`config.mk`:
```
export PLATFORM = sky130hd
export DESIGN_NAME = mem_access_unit_flat
export DESIGN_NICKNAME = d
export VERILOG_FILES = /design/src/rtl/mem_access_unit_pkg.sv /design/src/rtl/mem_access_unit_if.sv /design/src/rtl/mem_load_extend.sv /design/src/rtl/mem_access_unit.sv /design/src/flat_wrapper.sv
export SDC_FILE = /design/constraint.sdc
export NUM_CORES = 1
export LEC_CHECK = 0
export ABC_AREA = 1
export CAP_MARGIN = 25
export CORE_UTILIZATION = 40
export DETAILED_ROUTE_END_ITERATION = 6
export PLACE_DENSITY = 0.94
export SYNTH_ARGS = -nofsm -noshare
export SYNTH_HDL_FRONTEND = slang
export SYNTH_SLANG_ARGS = --single-unit
export TNS_END_PERCENT = 20
```
`constraint.sdc`:
```
create_clock -name clk -period 1.75 [get_ports clk]
set_input_delay 0.2625 -clock clk [delete_from_list [all_inputs] [get_ports clk]]
set_output_delay 0.2625 -clock clk [all_outputs]
set_load 0.05 [all_outputs]
```
`src/rtl/mem_access_unit_pkg.sv`:
```
`default_nettype none
// ============================================================================
//  Module      : mem_access_unit_pkg
//  Description : Shared FUNCT3 encodings, FSM state encoding, timeout default
//                and request-decode helpers for the memory access unit.
//  Revision    : 1.0 - initial release
// ============================================================================
package mem_access_unit_pkg;

    localparam int MEM_TIMEOUT_DEFAULT = 255;
    localparam int CNT_W               = 10;

    // Load/store size and sign encodings carried on FUNCT3
    localparam logic [2:0] F3_B  = 3'b000;
    localparam logic [2:0] F3_H  = 3'b001;
    localparam logic [2:0] F3_W  = 3'b010;
    localparam logic [2:0] F3_BU = 3'b100;
    localparam logic [2:0] F3_HU = 3'b101;

    typedef enum logic [1:0] {
        ST_IDLE   = 2'd0,
        ST_ACCESS = 2'd1,
        ST_DONE   = 2'd2
    } state_t;

    // Unsigned variants only make sense for loads; everything else unlisted is reserved
    function automatic logic f3_is_illegal(input logic [2:0] f3, input logic is_store);
        case (f3)
            F3_B, F3_H, F3_W: return 1'b0;
            F3_BU, F3_HU:     return is_store;
            default:          return 1'b1;
        endcase
    endfunction

    // Halfwords need an even address, words a 4-byte aligned one
    function automatic logic is_misaligned(input logic [2:0] f3, input logic [1:0] addr_lo);
        case (f3)
            F3_H, F3_HU: return addr_lo[0];
            F3_W:        return (addr_lo != 2'b00);
            default:     return 1'b0;
        endcase
    endfunction

endpackage
`default_nettype wire

```
`src/rtl/mem_access_unit_if.sv`:
```
`default_nettype none
// ============================================================================
//  Module      : mem_access_unit_if
//  Description : Data-memory bus between the access unit (master) and the
//                memory (slave).
//  Revision    : 1.0 - initial release
// ============================================================================
interface mem_access_unit_if;

    logic [31:0] dmem_addr;
    logic [31:0] dmem_writedata;
    logic [3:0]  dmem_byte_en;
    logic        dmem_read;
    logic        dmem_write;
    logic [31:0] dmem_readdata;
    logic        dmem_busywait;

    modport master (
        output dmem_addr,
        output dmem_writedata,
        output dmem_byte_en,
        output dmem_read,
        output dmem_write,
        input  dmem_readdata,
        input  dmem_busywait
    );

    modport slave (
        input  dmem_addr,
        input  dmem_writedata,
        input  dmem_byte_en,
        input  dmem_read,
        input  dmem_write,
        output dmem_readdata,
        output dmem_busywait
    );

endinterface
`default_nettype wire

```
`src/rtl/mem_load_extend.sv`:
```
`default_nettype none
// ============================================================================
//  Module      : mem_load_extend
//  Description : Selects the addressed byte/halfword lane of a memory word and
//                sign- or zero-extends it according to FUNCT3.
//  Revision    : 1.0 - initial release
// ============================================================================
module mem_load_extend
    import mem_access_unit_pkg::*;
(
    input  logic [31:0] word_i,
    input  logic [1:0]  addr_lo_i,
    input  logic [2:0]  funct3_i,
    output logic [31:0] data_o
);

    logic [7:0]  w_byte;
    logic [15:0] w_half;

    // Lane select: byte by full offset, halfword by offset bit 1
    always_comb begin
        w_byte = word_i[7:0];
        case (addr_lo_i)
            2'd0:    w_byte = word_i[7:0];
            2'd1:    w_byte = word_i[15:8];
            2'd2:    w_byte = word_i[23:16];
            default: w_byte = word_i[31:24];
        endcase
        w_half = addr_lo_i[1] ? word_i[31:16] : word_i[15:0];
    end

    // Extension by access type; reserved encodings never reach here but yield 0
    always_comb begin
        data_o = 32'h0;
        case (funct3_i)
            F3_B:    data_o = {{24{w_byte[7]}}, w_byte};
            F3_H:    data_o = {{16{w_half[15]}}, w_half};
            F3_W:    data_o = word_i;
            F3_BU:   data_o = {24'h0, w_byte};
            F3_HU:   data_o = {16'h0, w_half};
            default: data_o = 32'h0;
        endcase
    end

endmodule
`default_nettype wire

```
`src/rtl/mem_access_unit.sv`:
```
`default_nettype none
// ============================================================================
//  Module      : mem_access_unit
//  Description : MEM-stage load/store unit. Validates requests, drives the
//                data-memory bus with lane-aligned data and byte enables,
//                stalls the pipeline while memory is busy, extends load
//                results and aborts accesses that exceed MEM_TIMEOUT cycles.
//  Revision    : 1.0 - initial release
// ============================================================================
module mem_access_unit
    import mem_access_unit_pkg::*;
#(
    parameter int MEM_TIMEOUT = MEM_TIMEOUT_DEFAULT
)
(
    input  logic              clk,
    input  logic              rst_n,
    input  logic [31:0]       alu_result_i,
    input  logic [31:0]       write_data_i,
    input  logic              mem_read_i,
    input  logic              mem_write_i,
    input  logic [2:0]        funct3_i,
    output logic [31:0]       load_data_o,
    output logic              busywait_o,
    output logic              access_fault_o,
    output logic              timeout_err_o,
    mem_access_unit_if.master dmem
);

    // Last counter value allowed in ACCESS; the access is abandoned on that edge
    localparam logic [CNT_W-1:0] TIMEOUT_LAST = CNT_W'(MEM_TIMEOUT - 1);

    state_t             state_q, state_d;
    logic [CNT_W-1:0]   cnt_q, cnt_d;
    logic [31:0]        load_q, load_d;
    logic               terr_q, terr_d;

    logic               w_req;
    logic               w_illegal;
    logic               w_misaligned;
    logic               w_valid;
    logic               w_busy;
    logic               w_rd;
    logic               w_wr;
    logic               w_fault;
    logic [31:0]        w_ext;
    logic [3:0]         w_be;
    logic [31:0]        w_wdata;

    // Request classification from the (held) pipeline inputs
    always_comb begin
        w_req        = mem_read_i | mem_write_i;
        w_illegal    = (mem_read_i & mem_write_i) | f3_is_illegal(funct3_i, mem_write_i);
        w_misaligned = is_misaligned(funct3_i, alu_result_i[1:0]);
        w_valid      = w_req & ~w_illegal & ~w_misaligned;
    end

    // Lane enables and replicated store data, decoded on access size
    always_comb begin
        w_be    = 4'b1111;
        w_wdata = write_data_i;
        case (funct3_i[1:0])
            2'b00: begin
                w_be    = 4'b0001 << alu_result_i[1:0];
                w_wdata = {4{write_data_i[7:0]}};
            end
            2'b01: begin
                w_be    = 4'b0011 << alu_result_i[1:0];
                w_wdata = {2{write_data_i[15:0]}};
            end
            default: begin
                w_be    = 4'b1111;
                w_wdata = write_data_i;
            end
        endcase
    end

    mem_load_extend u_load_extend (
        .word_i    (dmem.dmem_readdata),
        .addr_lo_i (alu_result_i[1:0]),
        .funct3_i  (funct3_i),
        .data_o    (w_ext)
    );

    // Next-state and output decode. BUSYWAIT is released in the cycle the
    // access completes so the pipeline advances on the same edge that
    // registers LOAD_DATA.
    always_comb begin
        state_d = state_q;
        cnt_d   = cnt_q;
        load_d  = load_q;
        terr_d  = 1'b0;
        w_busy  = 1'b0;
        w_rd    = 1'b0;
        w_wr    = 1'b0;
        w_fault = 1'b0;
        case (state_q)
            ST_IDLE: begin
                w_fault = w_req & ~w_valid;
                if (w_valid) begin
                    state_d = ST_ACCESS;
                    cnt_d   = '0;
                    w_busy  = 1'b1;
                end
            end
            ST_ACCESS: begin
                w_rd = mem_read_i;
                w_wr = mem_write_i;
                if (!dmem.dmem_busywait) begin
                    state_d = ST_DONE;
                    if (mem_read_i) begin
                        load_d = w_ext;
                    end
                end else if (cnt_q == TIMEOUT_LAST) begin
                    state_d = ST_DONE;
                    terr_d  = 1'b1;
                    load_d  = 32'h0;
                end else begin
                    w_busy = 1'b1;
                    cnt_d  = cnt_q + CNT_W'(1);
                end
            end
            ST_DONE: begin
                state_d = ST_IDLE;
            end
            default: begin
                state_d = ST_IDLE;
            end
        endcase
    end

    // State, counter, load result and timeout flag registers
    always_ff @(posedge clk or negedge rst_n) begin
        if (!rst_n) begin
            state_q <= ST_IDLE;
            cnt_q   <= '0;
            load_q  <= 32'h0;
            terr_q  <= 1'b0;
        end else begin
            state_q <= state_d;
            cnt_q   <= cnt_d;
            load_q  <= load_d;
            terr_q  <= terr_d;
        end
    end

    // Stall is also squashed by reset, since acceptance is combinational
    assign busywait_o          = w_busy & rst_n;
    assign access_fault_o      = w_fault;
    assign timeout_err_o       = terr_q;
    assign load_data_o         = load_q;

    assign dmem.dmem_addr      = {alu_result_i[31:2], 2'b00};
    assign dmem.dmem_writedata = w_wdata;
    assign dmem.dmem_byte_en   = (w_rd | w_wr) ? w_be : 4'b0000;
    assign dmem.dmem_read      = w_rd;
    assign dmem.dmem_write     = w_wr;

endmodule
`default_nettype wire

```
`src/flat_wrapper.sv`:
```
// flat-port wrapper written by rule: the top's interface ports become plain ports
module mem_access_unit_flat import mem_access_unit_pkg::*;
#(
    parameter int MEM_TIMEOUT = MEM_TIMEOUT_DEFAULT
)
  (clk, rst_n, alu_result_i, write_data_i, mem_read_i, mem_write_i, funct3_i, load_data_o, busywait_o, access_fault_o, timeout_err_o, dmem_dmem_addr, dmem_dmem_writedata, dmem_dmem_byte_en, dmem_dmem_read, dmem_dmem_write, dmem_dmem_readdata, dmem_dmem_busywait);
  mem_access_unit_if dmem_i ();
  input  logic clk;
  input  logic rst_n;
  input  logic [31:0] alu_result_i;
  input  logic [31:0] write_data_i;
  input  logic mem_read_i;
  input  logic mem_write_i;
  input  logic [2:0] funct3_i;
  output logic [31:0] load_data_o;
  output logic busywait_o;
  output logic access_fault_o;
  output logic timeout_err_o;
  output wire logic [$bits(dmem_i.dmem_addr)-1:0] dmem_dmem_addr;
  output wire logic [$bits(dmem_i.dmem_writedata)-1:0] dmem_dmem_writedata;
  output wire logic [$bits(dmem_i.dmem_byte_en)-1:0] dmem_dmem_byte_en;
  output wire logic [$bits(dmem_i.dmem_read)-1:0] dmem_dmem_read;
  output wire logic [$bits(dmem_i.dmem_write)-1:0] dmem_dmem_write;
  input wire logic [$bits(dmem_i.dmem_readdata)-1:0] dmem_dmem_readdata;
  input wire logic [$bits(dmem_i.dmem_busywait)-1:0] dmem_dmem_busywait;
  assign dmem_dmem_addr = dmem_i.dmem_addr;
  assign dmem_dmem_writedata = dmem_i.dmem_writedata;
  assign dmem_dmem_byte_en = dmem_i.dmem_byte_en;
  assign dmem_dmem_read = dmem_i.dmem_read;
  assign dmem_dmem_write = dmem_i.dmem_write;
  assign dmem_i.dmem_readdata = dmem_dmem_readdata;
  assign dmem_i.dmem_busywait = dmem_dmem_busywait;
  mem_access_unit #(.MEM_TIMEOUT(MEM_TIMEOUT)) u_core (.clk(clk), .rst_n(rst_n), .alu_result_i(alu_result_i), .write_data_i(write_data_i), .mem_read_i(mem_read_i), .mem_write_i(mem_write_i), .funct3_i(funct3_i), .load_data_o(load_data_o), .busywait_o(busywait_o), .access_fault_o(access_fault_o), .timeout_err_o(timeout_err_o), .dmem(dmem_i));
endmodule
```
==> flow_summary.yaml, run 1 <==
run_status:
  run_status: "finished, final reports clean"
yosys:
  ys_seq_area_share_pct: 29.96
  avgSynthCellArea_um2: 6.349
  netlist_area_um2: 3759
  synth_top_area_share_pct: 29.96
  synth.distinct_cells: 29
  ys_seq_elements: 45
  ys.warnings.count: 0
  synthTopCellsByArea: "dfrtp_1 (30%), nand2_1 (24%), buf_4 (8.4%)"
  yosysTopAreaCell: "dfrtp_1"
  synthCells: 592
min_path:
  min_path_type: "input port to async pin"
sta:
  relSlewSlack_pct: 61.71
  finalCriticalPeriod_ns: 1.731
  finalClockSkew_ns: 0.01188
  worst_pin_slew_ns: 0.5743
  setup-violations-final: 0
  fmax_mhz: 577.6
  rsz0062_at_grt: "yes"
  slew_violations: 0
  finalHoldViolations: 0
  min_period_over_period_pct: 98.93
setup_path:
  r2r_start: "u_core.cnt_q[4]"
  crit_arrival_ns: 1.47
  ff2ff_setup_slack_ns: 0.16
  worstSetupEndpointType: "primary output"
  cp.depth: 5
  crit_family: "flip-flops"
  worstPathRequired_ns: 1.49
  worst-path-buf-inv: 1
  start_kind: "flip-flop"
  r2r-end: "u_core.cnt_q[9]"
  critPathSlowestCell: "dfrtp_1"
  cp-startpoint: "u_core.cnt_q[1]"
  path_max_fanout: 4
  crit_type: "flip-flop to primary output"
  slowest_delay_ns: 0.43
  crit_chain: "ha_1 -> nand4_1 -> nand2_2 -> a21boi_2 -> buf_12"
  crit_end: "busywait_o"
  rr_worst_depth: 8
cts:
  cts.sink_count: 45
  cts.path.max_buffers: 2
  cts_tree: "built"
  clkTransAtPathRegs_ns: 0.10
  cts_max_level: 2
  cts_root_buf: "clkbuf_8"
  cts_made_buffers: 5
  clk_latency_ns: 0.31
  hold_buffers: 0
pwr:
  powerDensity_nw_per_um2: 1013
  p_sw_mw: 2.890
  pwr-share-seq_pct: 26.8
  p_total_mw: 5.828
  swShare_pct: 49.59
  power_leakage_nw: 3.021
  pwr-share-clk_pct: 11.6
  combPwrFrac_pct: 61.5
  p_int_mw: 2.938
  ir_drop_v: 0.0006508
final_layout:
  finalNetCount: 831
  syn_to_final_growth_pct: 53.10
  design_area_um2: 5754
  drive_above_1_share_pct: 23.97
  fin_cells: 837
  antenna_cells: 0
grt:
  track_usage_pct: 26.63
  grt_pass1_vias: 4272
  grt_max_degree: 46
  antenna_found_initial: 0
  grt_pass1_wl_mm: 20.67
  gr-total-overflow: 0
route:
  routedWlPerCell_um: 15.44
  routed-via-count: 4454
  wl_met3_mm: 1.176
  postRouteAntennaNets: 0
  drt-met1-wl_mm: 5.119
  drc: 0
  dr.first_iter.drc_count: 414
  top_layer_used: "met4"
  drt_pass1_iterations: 5
  met2RoutedLength_mm: 6.020
  wirelength_mm: 12.93
  via_per_inst: 5.321
job:
  maxCapViolCount: 0
placed_design:
  gp_congestion: 0.9805
  placed_area_um2: 5549
  dp.cells: 822
  io_buffer_count: 146
  place_hpwl_mm: 9.939
die:
  die_w_um: 98.94
  num_io_pins: 209
  start_util_pct: 41.07
  core_um2: 9153
  die_area_um2: 9788
  fp.dieH_um: 98.94
  fp-row-count: 35
-- through the flow --
step	setup TNS, ns	setup WS [ns]	util [%]	hold slack [ns]
floorplan	-1.424	-0.2378	-	-0.03309
global placement	-5.294	-0.1953	60.63	0.4738
detailed placement	-6.964	-0.2535	60.63	0.4699
CTS	0	0.007656	62.31	0.1413
global route	-0.1603	-0.06976	62.87	0.1743
finish	0	0.01880	62.87	0.1160
-- metal layers --
| layer | vias to the layer above | track usage, % |
|---|---|---|
| li1 | 2104 | - |
| met1 | 2022 | 33.85 |
| met2 | 266 | 43.73 |
| met3 | 62 | 5.390 |
| met4 | 0 | 11.83 |
| met5 | - | 0 |
-- state kept, by name (all words and copies together) (netlist names) --
name and flops:
u_core.state_q 2, u_core.timeout_err_o 1, u_core.cnt_q 10, u_core.load_data_o 32
-- cell type report --
| class | instances | area, um2 |
|---|---|---|
| clock inverters | 3 | 25.02 |
| well taps | 111 | 138.9 |
| inverters | 55 | 210.2 |
| flip-flops and latches | 45 | 1126 |
| fillers | 713 | 3398 |
| multi-input cells | 425 | 2019 |
| repair inverters | 1 | 7.507 |
| clock buffers | 5 | 68.82 |
| repair buffers | 192 | 2158 |
-- power by group through the flow --
stage	clock network (mW)	logic (mW)	registers [mW]
after global routing	0.737	3.77	1.61
after CTS	0.683	3.56	1.56
after floorplan	0	1.29	2.55
after global placement	0	3.46	1.58
after detailed placement	0	3.51	1.59
final	0.678	3.59	1.56
-- synthesized netlist by cell type --
| master | instances |
|---|---|
| dfrtp_1 | 45 |
| o21bai_1 | 1 |
| nand2_2 | 4 |
| clkbuf_1 | 6 |
| nor2_1 | 21 |
| nor2_2 | 5 |
| nor3_1 | 1 |
| conb_1 | 1 |
| o21ai_0 | 25 |
| nand4_1 | 10 |
| xor2_1 | 1 |
| buf_6 | 4 |
| o211ai_1 | 19 |
| inv_2 | 7 |
| or2_2 | 2 |
| buf_4 | 42 |
| nand2_1 | 243 |
| inv_1 | 48 |
| nand3b_1 | 1 |
| nor2_4 | 1 |
| a21boi_1 | 1 |
| nand4_2 | 1 |
| nand3_2 | 12 |
| a21oi_1 | 11 |
| buf_2 | 15 |
| nand3_1 | 58 |
| buf_1 | 1 |
| ha_1 | 2 |
| o21ai_1 | 4 |
-- worst min path at each step --
stage,start,endpoint,slack (ns),cells after the start
after floorplan,rst_n,u_core.cnt_q[0],-0.03,0
after global placement,rst_n,u_core.load_data_o[12],0.47,2
after detailed placement,rst_n,u_core.load_data_o[20],0.47,2
after CTS,rst_n,u_core.load_data_o[20],0.14,2
after global routing,rst_n,u_core.load_data_o[24],0.17,2
final,rst_n,u_core.load_data_o[12],0.12,2
-- layout by cell type, fill, tap and decap left out, types with 2 or more instances in the layout --
master	synthesis	final
inv_2	7	9
inv_1	48	45
a21oi_2	0	4
nor2_1	21	21
o21ai_0	25	20
nand4_1	10	10
buf_6	4	2
clkdlybuf4s50_1	0	66
or2_2	2	2
nand3_2	12	13
buf_4	42	71
o211ai_1	19	19
nand2_2	4	9
dfrtp_1	45	45
dlymetal6s2s_1	0	2
clkinvlp_4	0	3
ha_1	2	2
dlygate4sd2_1	0	7
conb_1	1	2
clkbuf_8	0	5
nor2_2	5	5
a21oi_1	11	7
o21ai_2	0	2
buf_12	0	42
nand3_1	58	57
o21ai_1	4	7
nand2_1	243	237
-- timing repair --
| action | CTS | global route |
|---|---|---|
| resized for setup | 28 | 9 |
| setup endpoints to repair | 23 | 10 |
| setup buffers | 3 | 3 |
| pin swaps | 3 | 1 |
| gates cloned | 1 | 0 |
-- cell families (layout without fill, tap and decap cells) --
family / after synthesis / count (layout) / share of synthesized area (%)
AND/OR/NAND/NOR: 359 / 359 / 41.74
buffers and inverters: 123 / 256 / 17.78
AO/OA/AOI/OAI: 61 / 61 / 9.521
flip-flops: 45 / 45 / 29.96
adder cells (fa/ha/maj): 2 / 2 / 0.6657
other: 1 / 2 / 0.09977
XOR/XNOR: 1 / 1 / 0.2331
Note: power is estimated with default switching activity, not from simulation.
==> run 2, diff against run 1 <==
--- a/config.mk
+++ b/config.mk
@@ -9,7 +9,7 @@
 export CAP_MARGIN = 25
 export CORE_UTILIZATION = 40
 export DETAILED_ROUTE_END_ITERATION = 6
-export PLACE_DENSITY = 0.94
+export PLACE_DENSITY = 0.82
 export SYNTH_ARGS = -nofsm -noshare
 export SYNTH_HDL_FRONTEND = slang
 export SYNTH_SLANG_ARGS = --single-unit
==> flow_summary.yaml, run 2 (synthesized netlist as in run 1, its figures left out) <==
run_status:
  run_status: "finished, final reports clean"
pwr:
  ir_drop_v: 0.0008321
  pwr-share-clk_pct: 13.6
  p_int_mw: 3.100
  p_sw_mw: 2.905
  power_leakage_nw: 3.041
  swShare_pct: 48.38
  combPwrFrac_pct: 60.2
  powerDensity_nw_per_um2: 1032
  pwr-share-seq_pct: 26.2
grt:
  antenna_found_initial: 1
  track_usage_pct: 25.72
  grt_pass1_vias: 4141
  grt_pass1_wl_mm: 20.01
  grt_max_degree: 46
  gr-total-overflow: 0
sta:
  worst_pin_slew_ns: 0.6132
  slew_violations: 0
  fmax_mhz: 584.8
  finalCriticalPeriod_ns: 1.710
  finalSetupTns_ns: 0
  rsz0062_at_grt: "yes"
  finalClockSkew_ns: 0.01709
  finalHoldViolations: 0
  min_period_over_period_pct: 97.72
  setup-violations-final: 0
  relSlewSlack_pct: 59.12
  finalWorstSetupSlack_ns: 0.03994
setup_path:
  path_max_fanout: 6
  critPathMostFrequentCell: "nand2_1"
  crit_type: "flip-flop to flip-flop"
  r2r_start: "u_core.cnt_q[0]"
  ff2ff_setup_slack_ns: 0.04
  crit_arrival_ns: 1.93
  worstPathRequired_ns: 1.97
  crit_chain: "buf_4 -> buf_4 -> ha_1 -> inv_1 -> nor2_1 -> or2_2 -> nand2_1 -> nor2_1 -> nand2_1 -> nand2_1"
  critPathSlowestCell: "dfrtp_2"
  rr_worst_depth: 10
  worstSetupEndpointType: "flip-flop"
  r2r-end: "u_core.cnt_q[4]"
  slowest_delay_ns: 0.42
  start_kind: "flip-flop"
cts:
  cts.path.max_buffers: 2
  cts_max_level: 2
  clkTransAtPathRegs_ns: 0.10
  cts_root_buf: "clkbuf_8"
  cts_tree: "built"
  clk_latency_ns: 0.32
  cts_made_buffers: 5
  cts.sink_count: 45
die:
  core_um2: 9153
  fp.dieH_um: 98.94
  die_area_um2: 9788
  die_w_um: 98.94
  start_util_pct: 41.07
  num_io_pins: 209
  fp-row-count: 35
final_layout:
  syn_to_final_growth_pct: 54.83
  num-fill-cells: 755
  layout_common_cells: "nand2_1 (238), buf_4 (79), clkdlybuf4s50_1 (65)"
  largest_reg_flops: 32
  drive_above_1_share_pct: 25.38
  finalNetCount: 834
  final_common_cell: "nand2_1"
route:
  routedWlPerCell_um: 15.45
  postRouteAntennaNets: 0
  drt_pass1_iterations: 5
  routed-via-count: 4393
  dr.first_iter.drc_count: 348
  wirelength_mm: 12.99
  drc: 0
  via_per_inst: 5.224
placed_design:
  place_hpwl_mm: 9.861
  io_buffer_count: 146
  gp_congestion: 0.8956
  dpl_worst_slack_ns: -0.2609
min_path:
  min_path_type: "input port to async pin"
job:
  maxCapViolCount: 0
## run 2: cell type report
class                   count  area, um2  area share [%]
diodes                      1      2.502         0.04300
clock inverters             2      38.79          0.6665
repair buffers            195       2176           37.39
well taps                 111      138.9           2.387
flip-flops and latches     45       1130           19.42
inverters                  55      209.0           3.591
clock buffers               6      72.57           1.247
multi-input cells         425       2044           35.13
repair inverters            1      7.507          0.1290
## run 2: metrics by stage
step	util, %	std cells	hold slack, ns	area, um2	total power, mW
floorplan	-	593	-0.03309	3762	3.840
global placement	60.25	817	0.4006	5514	4.986
detailed placement	60.25	817	0.4122	5514	5.053
CTS	61.72	826	0.07195	5649	5.898
global route	63.58	841	0.1059	5819	6.282
finish	63.58	841	0.03430	5819	6.005
## run 2: worst max-delay path by stage
| stage | from | endpoint | slack [ns] | cells after the start |
|---|---|---|---|---|
| 6_report | u_core.cnt_q[0] | u_core.cnt_q[4] | 0.04 | 10 |
| 5_1_grt | u_core.cnt_q[0] | u_core.cnt_q[4] | -0.02 | 10 |
| 4_1_cts | u_core.state_q[1] | dmem_dmem_byte_en[3] | -0.10 | 6 |
| 3_5_place_dp | funct3_i[1] | dmem_dmem_writedata[12] | -0.26 | 6 |
| 3_3_place_gp | funct3_i[1] | busywait_o | -0.19 | 8 |
| 2_1_floorplan | funct3_i[1] | dmem_dmem_writedata[10] | -0.24 | 5 |
## run 2: what timing repair did
| item | CTS | global route |
|---|---|---|
| gates cloned | 0 | 1 |
| buffers inserted | 1 | 13 |
| hold buffers | 0 | 0 |
| gates resized for setup | 15 | 28 |
| endpoints found under the setup margin | 22 | 12 |
| pin swaps | 5 | 7 |
## run 2: critical path: cells and delay by family, from the launching register on
kind / cells / cell delay, ns
adder cells (fa/ha/maj): 1 / 0.23
buffers and inverters: 3 / 0.38
flip-flops: 1 / 0.42
AND/OR/NAND/NOR: 6 / 0.59
## run 2: metal layers
layer	vias up	share of wire, %	GRT usage, %
li1	2110	-	-
met1	1990	39	32.16
met2	229	49	42.28
met3	64	7.7	5.106
met4	0	3.9	12.86
met5	-	0	0
## run 2: power by group through the flow
stage | Sequential [mW] | Clock (mW) | Combinational (mW)
2_1_floorplan | 2.55 | 0 | 1.29
4_1_cts | 1.57 | 0.830 | 3.50
3_3_place_gp | 1.60 | 0 | 3.39
6_report | 1.57 | 0.817 | 3.62
3_5_place_dp | 1.61 | 0 | 3.45
5_1_grt | 1.61 | 0.858 | 3.82
